[config.mk]
export PLATFORM = sky130hd
export DESIGN_NAME = cb_config_sequencer_flat
export DESIGN_NICKNAME = d
export VERILOG_FILES = /design/src/rtl/cb_config_sequencer_if.sv /design/src/rtl/cb_config_sequencer.sv /design/src/flat_wrapper.sv
export SDC_FILE = /design/constraint.sdc
export NUM_CORES = 1
export LEC_CHECK = 0
export CAP_MARGIN = 20
export CORE_MARGIN = 5
export CORE_UTILIZATION = 50
export CTS_CLUSTER_DIAMETER = 40
export DETAILED_ROUTE_END_ITERATION = 6
export HOLD_SLACK_MARGIN = 0.06
export PLACE_DENSITY = 0.84
export SLEW_MARGIN = 15
export SYNTH_ARGS = -nofsm -noshare
export SYNTH_HDL_FRONTEND = slang
export SYNTH_SLANG_ARGS = --single-unit
export TNS_END_PERCENT = 50
[constraint.sdc]
create_clock -name clk -period 5.3 [get_ports clk]
set_input_delay 0.795 -clock clk [delete_from_list [all_inputs] [get_ports clk]]
set_output_delay 0.795 -clock clk [all_outputs]
set_load 0.005 [all_outputs]
[src/rtl/cb_config_sequencer_if.sv]
// Config-stream and connection-block strobe bundle for cb_config_sequencer.
// master drives the stream side; slave is the sequencer.
interface cb_config_sequencer_if #(
    parameter int WORD_W     = 8,
    parameter int CONF_WIDTH = 24,
    parameter int NUM_BLOCKS = 4
);
    logic                  start;
    logic                  abort;
    logic [WORD_W-1:0]     in_data;
    logic                  in_valid;
    logic                  in_ready;
    logic [CONF_WIDTH-1:0] c;
    logic [NUM_BLOCKS-1:0] cset;
    logic                  busy;
    logic                  done;
    logic                  err;

    modport master (
        output start, abort, in_data, in_valid,
        input  in_ready, c, cset, busy, done, err
    );

    modport slave (
        input  start, abort, in_data, in_valid,
        output in_ready, c, cset, busy, done, err
    );
endinterface

[src/rtl/cb_config_sequencer.sv]
// Packs a byte stream into per-block select words and strobes each block's cset.
// Define CFG_CHECKSUM_EN to require a trailing XOR check word per pass.
module cb_config_sequencer #(
    parameter int W          = 8,
    parameter int CONTROLIN  = 6,
    parameter int SEL_PER_IN = $clog2(W * 2),
    parameter int CONF_WIDTH = SEL_PER_IN * CONTROLIN,
    parameter int NUM_BLOCKS = 4,
    parameter int WORD_W     = 8,
    parameter int WPB        = (CONF_WIDTH + WORD_W - 1) / WORD_W
) (
    input  logic                 clk,
    input  logic                 rst_n,
    cb_config_sequencer_if.slave bus
);
    localparam int AW  = WPB * WORD_W;
    localparam int WCW = (WPB > 1) ? $clog2(WPB) : 1;
    localparam int BW  = (NUM_BLOCKS > 1) ? $clog2(NUM_BLOCKS) : 1;

`ifdef CFG_CHECKSUM_EN
    typedef enum logic [1:0] {S_IDLE, S_LOAD, S_COMMIT, S_CHECK} state_t;
`else
    typedef enum logic [1:0] {S_IDLE, S_LOAD, S_COMMIT} state_t;
`endif

    state_t                r_state;
    state_t                w_state_next;
    logic [WCW-1:0]        r_wcnt;
    logic [BW-1:0]         r_blk;
    logic [AW-1:0]         r_asm;
    logic [AW-1:0]         w_asm_next;
    logic [CONF_WIDTH-1:0] r_c;
    logic                  r_done;
    logic                  w_in_ready;
    logic                  w_busy;
    logic                  w_commit;
    logic                  w_last_word;
    logic                  w_last_blk;
    logic                  w_start;
    logic                  w_take;
    logic                  w_load_take;

    assign w_last_word = (r_wcnt == WCW'(WPB - 1));
    assign w_last_blk  = (r_blk == BW'(NUM_BLOCKS - 1));
    assign w_start     = (r_state == S_IDLE) && bus.start && !bus.abort;
    // abort beats a pending transfer: the word stays with upstream
    assign w_take      = w_in_ready && bus.in_valid && !bus.abort;
    assign w_load_take = w_take && (r_state == S_LOAD);

    always_comb begin
        w_asm_next = r_asm;
        w_asm_next[r_wcnt * WORD_W +: WORD_W] = bus.in_data;
    end

    always_ff @(posedge clk or negedge rst_n) begin
        if (!rst_n) r_state <= S_IDLE;
        else        r_state <= w_state_next;
    end

    always_comb begin
        w_state_next = r_state;
        w_in_ready   = 1'b0;
        w_busy       = 1'b1;
        w_commit     = 1'b0;
        unique case (r_state)
            S_IDLE: begin
                w_busy = 1'b0;
                if (w_start) w_state_next = S_LOAD;
            end
            S_LOAD: begin
                w_in_ready = 1'b1;
                if (bus.abort)
                    w_state_next = S_IDLE;
                else if (bus.in_valid && w_last_word)
                    w_state_next = S_COMMIT;
            end
            S_COMMIT: begin
                if (bus.abort) begin
                    w_state_next = S_IDLE;
                end else begin
                    w_commit = 1'b1;
                    if (!w_last_blk)
                        w_state_next = S_LOAD;
                    else
`ifdef CFG_CHECKSUM_EN
                        w_state_next = S_CHECK;
`else
                        w_state_next = S_IDLE;
`endif
                end
            end
`ifdef CFG_CHECKSUM_EN
            S_CHECK: begin
                w_in_ready = 1'b1;
                if (bus.abort || bus.in_valid) w_state_next = S_IDLE;
            end
`endif
            default: w_state_next = S_IDLE;
        endcase
    end

`ifdef CFG_CHECKSUM_EN
    logic [WORD_W-1:0] r_xor;
    logic              r_err;
    logic              w_chk_take;

    assign w_chk_take = w_take && (r_state == S_CHECK);

    always_ff @(posedge clk or negedge rst_n) begin
        if (!rst_n) begin
            r_xor <= '0;
            r_err <= 1'b0;
        end else begin
            if (w_start) begin
                r_xor <= '0;
                r_err <= 1'b0;
            end else if (w_load_take) begin
                r_xor <= r_xor ^ bus.in_data;
            end
            if (w_chk_take && (bus.in_data != r_xor)) r_err <= 1'b1;
        end
    end

    assign bus.err = r_err;
`else
    assign bus.err = 1'b0;
`endif

    always_ff @(posedge clk or negedge rst_n) begin
        if (!rst_n) begin
            r_wcnt <= '0;
            r_blk  <= '0;
            r_asm  <= '0;
            r_c    <= '0;
            r_done <= 1'b0;
        end else begin
            if (w_start) begin
                r_wcnt <= '0;
                r_blk  <= '0;
                r_done <= 1'b0;
            end
            if (w_load_take) begin
                r_asm  <= w_asm_next;
                r_wcnt <= r_wcnt + 1'b1;
                if (w_last_word) r_c <= w_asm_next[CONF_WIDTH-1:0];
            end
            if (w_commit && !w_last_blk) begin
                r_blk  <= r_blk + 1'b1;
                r_wcnt <= '0;
            end
`ifdef CFG_CHECKSUM_EN
            if (w_chk_take && (bus.in_data == r_xor)) r_done <= 1'b1;
`else
            if (w_commit && w_last_blk) r_done <= 1'b1;
`endif
        end
    end

    assign bus.in_ready = w_in_ready;
    assign bus.busy     = w_busy;
    assign bus.c        = r_c;
    assign bus.done     = r_done;
    assign bus.cset     = w_commit ? (NUM_BLOCKS'(1) << r_blk) : '0;
endmodule

[src/flat_wrapper.sv]
// flat-port wrapper written by rule: the top's interface ports become plain ports
module cb_config_sequencer_flat 
#(
    parameter int W          = 8,
    parameter int CONTROLIN  = 6,
    parameter int SEL_PER_IN = $clog2(W * 2),
    parameter int CONF_WIDTH = SEL_PER_IN * CONTROLIN,
    parameter int NUM_BLOCKS = 4,
    parameter int WORD_W     = 8,
    parameter int WPB        = (CONF_WIDTH + WORD_W - 1) / WORD_W
)
  (clk, rst_n, bus_start, bus_abort, bus_in_data, bus_in_valid, bus_in_ready, bus_c, bus_cset, bus_busy, bus_done, bus_err);
  cb_config_sequencer_if #(.WORD_W(WORD_W), .CONF_WIDTH(CONF_WIDTH), .NUM_BLOCKS(NUM_BLOCKS)) bus_i ();
  input  logic clk;
  input  logic rst_n;
  input wire logic [$bits(bus_i.start)-1:0] bus_start;
  input wire logic [$bits(bus_i.abort)-1:0] bus_abort;
  input wire logic [$bits(bus_i.in_data)-1:0] bus_in_data;
  input wire logic [$bits(bus_i.in_valid)-1:0] bus_in_valid;
  output wire logic [$bits(bus_i.in_ready)-1:0] bus_in_ready;
  output wire logic [$bits(bus_i.c)-1:0] bus_c;
  output wire logic [$bits(bus_i.cset)-1:0] bus_cset;
  output wire logic [$bits(bus_i.busy)-1:0] bus_busy;
  output wire logic [$bits(bus_i.done)-1:0] bus_done;
  output wire logic [$bits(bus_i.err)-1:0] bus_err;
  assign bus_i.start = bus_start;
  assign bus_i.abort = bus_abort;
  assign bus_i.in_data = bus_in_data;
  assign bus_i.in_valid = bus_in_valid;
  assign bus_in_ready = bus_i.in_ready;
  assign bus_c = bus_i.c;
  assign bus_cset = bus_i.cset;
  assign bus_busy = bus_i.busy;
  assign bus_done = bus_i.done;
  assign bus_err = bus_i.err;
  cb_config_sequencer #(.W(W), .CONTROLIN(CONTROLIN), .SEL_PER_IN(SEL_PER_IN), .CONF_WIDTH(CONF_WIDTH), .NUM_BLOCKS(NUM_BLOCKS), .WORD_W(WORD_W), .WPB(WPB)) u_core (.clk(clk), .rst_n(rst_n), .bus(bus_i));
endmodule
==> report_table.html <==
<table>
<tr><th>Metric</th><th>Value</th></tr>
<tr><th colspan="2">Status</th></tr>
<tr><td>Status</td><td>complete, no violations</td></tr>
<tr><th colspan="2">CTS</th></tr>
<tr><td>Level count of the clock H-tree</td><td>2</td></tr>
<tr><td>Buffer type at the clock tree root</td><td>sky130_fd_sc_hd__clkbuf_8</td></tr>
<tr><td>Post-CTS clock slew at the launch and capture registers of the worst setup and hold paths</td><td>0.09 ns</td></tr>
<tr><td>TritonCTS clock tree</td><td>yes</td></tr>
<tr><td>Clock network latency to the later pin of the worst-skew pair</td><td>0.30 ns</td></tr>
<tr><td>Clock Sink Count</td><td>55</td></tr>
<tr><td>Number of buffers added to fix hold violations after cts</td><td>0</td></tr>
<tr><td>Deepest clock path buffer count</td><td>2</td></tr>
<tr><td>Count of cells resized by post-cts repair</td><td>0</td></tr>
<tr><td>Setup Buffers After CTS</td><td>0</td></tr>
<tr><td>Number of buffers inserted during clock tree synthesis</td><td>5</td></tr>
<tr><th colspan="2">Timing</th></tr>
<tr><td>Setup Total Neg Slack</td><td>0 ns</td></tr>
<tr><td>RSZ-0062 raised after global routing</td><td>no</td></tr>
<tr><td>Least-Margin Pin Slew</td><td>1.035 ns</td></tr>
<tr><td>Minimum hold slack</td><td>0.5030 ns</td></tr>
<tr><td>Final period utilization</td><td>0.5900</td></tr>
<tr><td>Worst Clk Skew</td><td>roughly 0.0023 ns</td></tr>
<tr><td>Slew Viols, Final</td><td>0</td></tr>
<tr><td>Time the worst path needs with I/O delays and setup</td><td>3.127 ns</td></tr>
<tr><td>Hold Violations, Final</td><td>0</td></tr>
<tr><td>Headroom to the max-slew limit</td><td>0.3100</td></tr>
<tr><td>Fmax</td><td>0.3198 GHz</td></tr>
<tr><td>Final setup violation count</td><td>0</td></tr>
<tr><th colspan="2">Die</th></tr>
<tr><td>Total number of placement rows</td><td>26</td></tr>
<tr><td>IO Count</td><td>45</td></tr>
<tr><td>Area enclosed by the die boundary</td><td>between 6000 and 7000 sq um</td></tr>
<tr><td>DIE HEIGHT</td><td>82.51 um</td></tr>
<tr><td>Initial standard-cell utilization of the core</td><td>0.5147</td></tr>
<tr><td>Horizontal extent of the die</td><td>82.51 um</td></tr>
<tr><td>Core area</td><td>5107 sq um</td></tr>
<tr><th colspan="2">Worst setup path</th></tr>
<tr><td>Kind of critical path</td><td>input pin to output pin</td></tr>
<tr><td>Required arrival time at the worst endpoint</td><td>4.51 ns</td></tr>
<tr><td>Worst setup SP type</td><td>input pin</td></tr>
<tr><td>Crit path arrival time</td><td>2.33 ns</td></tr>
<tr><td>Crit. End Element</td><td>output pin</td></tr>
<tr><td>Register-to-Register Setup Slack</td><td>2.52 ns</td></tr>
<tr><td>Crit path max fanout</td><td>9</td></tr>
<tr><th colspan="2">Drt</th></tr>
<tr><td>Pre-antenna DRT Iters</td><td>4</td></tr>
<tr><td>Number of antenna-violating nets in the routed design</td><td>0</td></tr>
<tr><td>Number of design-rule violations left by the first detailed-router iteration</td><td>200</td></tr>
<tr><td>Wirelength per Cell</td><td>17.14 um</td></tr>
<tr><td>Number of vias per cell after detailed routing</td><td>between 5 and 6</td></tr>
<tr><td>Total via count in the routed design</td><td>around 2000</td></tr>
<tr><td>Number of design rule violations left after detail routing</td><td>0</td></tr>
<tr><td>Wirelength, routed</td><td>5.915 mm</td></tr>
<tr><th colspan="2">Power</th></tr>
<tr><td>Peak supply drop</td><td>0.2282 mV</td></tr>
<tr><td>Static leakage</td><td>~1.3 nW</td></tr>
<tr><td>Power density of the placed cells</td><td>around 410 nW/um^2</td></tr>
<tr><th colspan="2">Global route</th></tr>
<tr><td>Largest net degree at the start of global routing</td><td>56</td></tr>
<tr><td>First-pass GRT wire length</td><td>10.11 mm</td></tr>
<tr><td>Grt total ovfl</td><td>0</td></tr>
<tr><td>Global-route total usage across every layer</td><td>0.1938</td></tr>
<tr><td>Number of global-route vias before repair</td><td>between 2000 and 2500</td></tr>
<tr><td>Number of antenna violations at the first check in global routing</td><td>0</td></tr>
<tr><th colspan="2">Synthesis</th></tr>
<tr><td>Post-Syn Instances</td><td>roughly 240</td></tr>
<tr><td>Count of different cell masters after synthesis</td><td>34</td></tr>
<tr><td>Number of flops mapped to enable cells by yosys</td><td>0</td></tr>
<tr><td>Sequential share of the synthesized area</td><td>0.5236</td></tr>
<tr><td>Mean area per synthesized cell</td><td>10.86 sq um</td></tr>
<tr><td>Post-synthesis async set-or-reset flop share</td><td>1.000</td></tr>
<tr><td>Dominant synthesized flop cell</td><td>sky130_fd_sc_hd__dfrtp_1</td></tr>
<tr><td>Synthesized area</td><td>2629 sq um</td></tr>
<tr><td>Post-synthesis sequential element count</td><td>55</td></tr>
<tr><td>Syn nets</td><td>264</td></tr>
<tr><td>Synth Warn #</td><td>0</td></tr>
<tr><th colspan="2">Final layout</th></tr>
<tr><td>Layout area overhead</td><td>18.23%</td></tr>
<tr><td>Number of diodes</td><td>0</td></tr>
<tr><td>Number of nets in the final layout</td><td>296</td></tr>
<tr><td>Ratio of cells with drive above 1 in the final layout</td><td>0.05455</td></tr>
<tr><td>Layout fillers</td><td>between 400 and 500</td></tr>
<tr><th colspan="2">Place</th></tr>
<tr><td>HPWL after detailed placement</td><td>3.895 mm</td></tr>
<tr><td>GPL Wtd Cong</td><td>slightly above 0.8</td></tr>
<tr><td>Number of buffers added on ports</td><td>43</td></tr>
<tr><th colspan="2">Run</th></tr>
<tr><td>Max capacitance violation total</td><td>0</td></tr>
<tr><th colspan="2">Worst hold path</th></tr>
<tr><td>Type of the worst min-delay path</td><td>register to register</td></tr>
</table>
-- routing by layer --
| metal | global-route usage | share of wire | wire length (um) |
|---|---|---|---|
| met2 | 0.3013 | 0.47 | 2752 |
| met1 | 0.2695 | 0.46 | 2705 |
| met3 | 0.04989 | 0.065 | 382 |
| met4 | 0.05392 | 0.013 | 74 |
| met5 | 0 | 0 | 0 |
-- layout make-up --
type | count | area (sq um) | area share
Sequential cell | 55 | 1376 | 0.4428
Clock buffer | 8 | 100.1 | 0.03221
Timing Repair Buffer | 44 | 432.9 | 0.1393
Inverter | 7 | 26.28 | 0.008454
Multi-Input combinational cell | 161 | 1085 | 0.3490
Tap cell | 70 | 87.58 | 0.02818
-- where the power goes --
group	switching (mW)	internal, mW
sequential	0.0650	0.536
clock	0.123	0.119
combinational	0.188	0.251
total	0.377	0.907
-- path summary, 6_finish.rpt --
check                                         to  depth (start not counted)        startpoint
worst max-delay path                 bus_cset[3]                          4         bus_abort
worst min register to register   u_core.r_asm[3]                          1   u_core.r_asm[3]
worst min-delay path             u_core.r_asm[3]                          1   u_core.r_asm[3]
max in group asynchronous       u_core.bus.c[10]                          2             rst_n
worst max register to register   u_core.bus.c[5]                          4  u_core.r_wcnt[0]
min in group asynchronous        u_core.bus.c[3]                          2             rst_n
-- metrics by stage --
step	instances	util	setup slack, ns	power, mW	area [sq um]
3_5_place_dp	337	0.5889	2.151	1.050	3008
3_3_place_gp	337	0.5889	2.225	1.039	3008
2_1_floorplan	242	-	3.238	0.8088	2629
5_1_grt	345	0.6085	1.982	1.368	3108
4_1_cts	345	0.6085	2.142	1.295	3108
6_report	345	0.6085	2.173	1.284	3108
-- cell usage in the layout, fill, tap and decap left out, types with 2 or more instances in the layout --
master,count
sky130_fd_sc_hd__a31oi_1,2
sky130_fd_sc_hd__ha_1,9
sky130_fd_sc_hd__clkdlybuf4s50_1,42
sky130_fd_sc_hd__dfrtp_1,55
sky130_fd_sc_hd__nand3_1,3
sky130_fd_sc_hd__nor2_1,4
sky130_fd_sc_hd__a21oi_1,55
sky130_fd_sc_hd__inv_1,5
sky130_fd_sc_hd__nand2_1,9
sky130_fd_sc_hd__a32oi_1,14
sky130_fd_sc_hd__clkinv_1,2
sky130_fd_sc_hd__nor2b_1,10
sky130_fd_sc_hd__nand2b_1,2
sky130_fd_sc_hd__and3_1,6
sky130_fd_sc_hd__nand4_1,3
sky130_fd_sc_hd__a22o_1,23
sky130_fd_sc_hd__clkbuf_8,7
sky130_fd_sc_hd__o21ai_0,7
-- critical path: stages --
cell                              delay, ns
sky130_fd_sc_hd__clkdlybuf4s50_1       0.45
sky130_fd_sc_hd__nor2_1                0.36
sky130_fd_sc_hd__and3_1                0.22
sky130_fd_sc_hd__clkdlybuf4s50_1       0.50
-- registers in the layout, indices dropped and copies added, names as in the netlist --
register,count
u_core.bus.c,24
u_core.r_asm,24
u_core.r_blk,2
u_core.r_state,2
u_core.r_wcnt,2
u_core.bus.done,1
-- logic make-up (layout without fill, tap and decap cells) --
| group | after synthesis | count (layout) | share of synthesized area |
|---|---|---|---|
| adder cells (fa/ha/maj) | 9 | 9 | 0.04284 |
| other | 1 | 1 | 0.001427 |
| AND/OR/NAND/NOR | 46 | 46 | 0.1100 |
| buffers and inverters | 26 | 59 | 0.06378 |
| flip-flops | 55 | 55 | 0.5236 |
| AO/OA/AOI/OAI | 105 | 105 | 0.2584 |
-- cell usage after synthesis, types with 5 or more instances --
| cell type | n | area share |
|---|---|---|
| sky130_fd_sc_hd__o21ai_0 | 7 | 0.013 |
| sky130_fd_sc_hd__a22o_1 | 23 | 0.077 |
| sky130_fd_sc_hd__nand2_1 | 9 | 0.013 |
| sky130_fd_sc_hd__buf_6 | 7 | 0.030 |
| sky130_fd_sc_hd__a32oi_1 | 14 | 0.047 |
| sky130_fd_sc_hd__inv_1 | 5 | 0.0071 |
| sky130_fd_sc_hd__nor2b_1 | 10 | 0.024 |
| sky130_fd_sc_hd__a21oi_1 | 55 | 0.10 |
| sky130_fd_sc_hd__ha_1 | 9 | 0.043 |
| sky130_fd_sc_hd__buf_2 | 5 | 0.0095 |
| sky130_fd_sc_hd__and3_1 | 6 | 0.014 |
| sky130_fd_sc_hd__dfrtp_1 | 55 | 0.52 |
No activity file was read; power rests on OpenSTA's default activity.
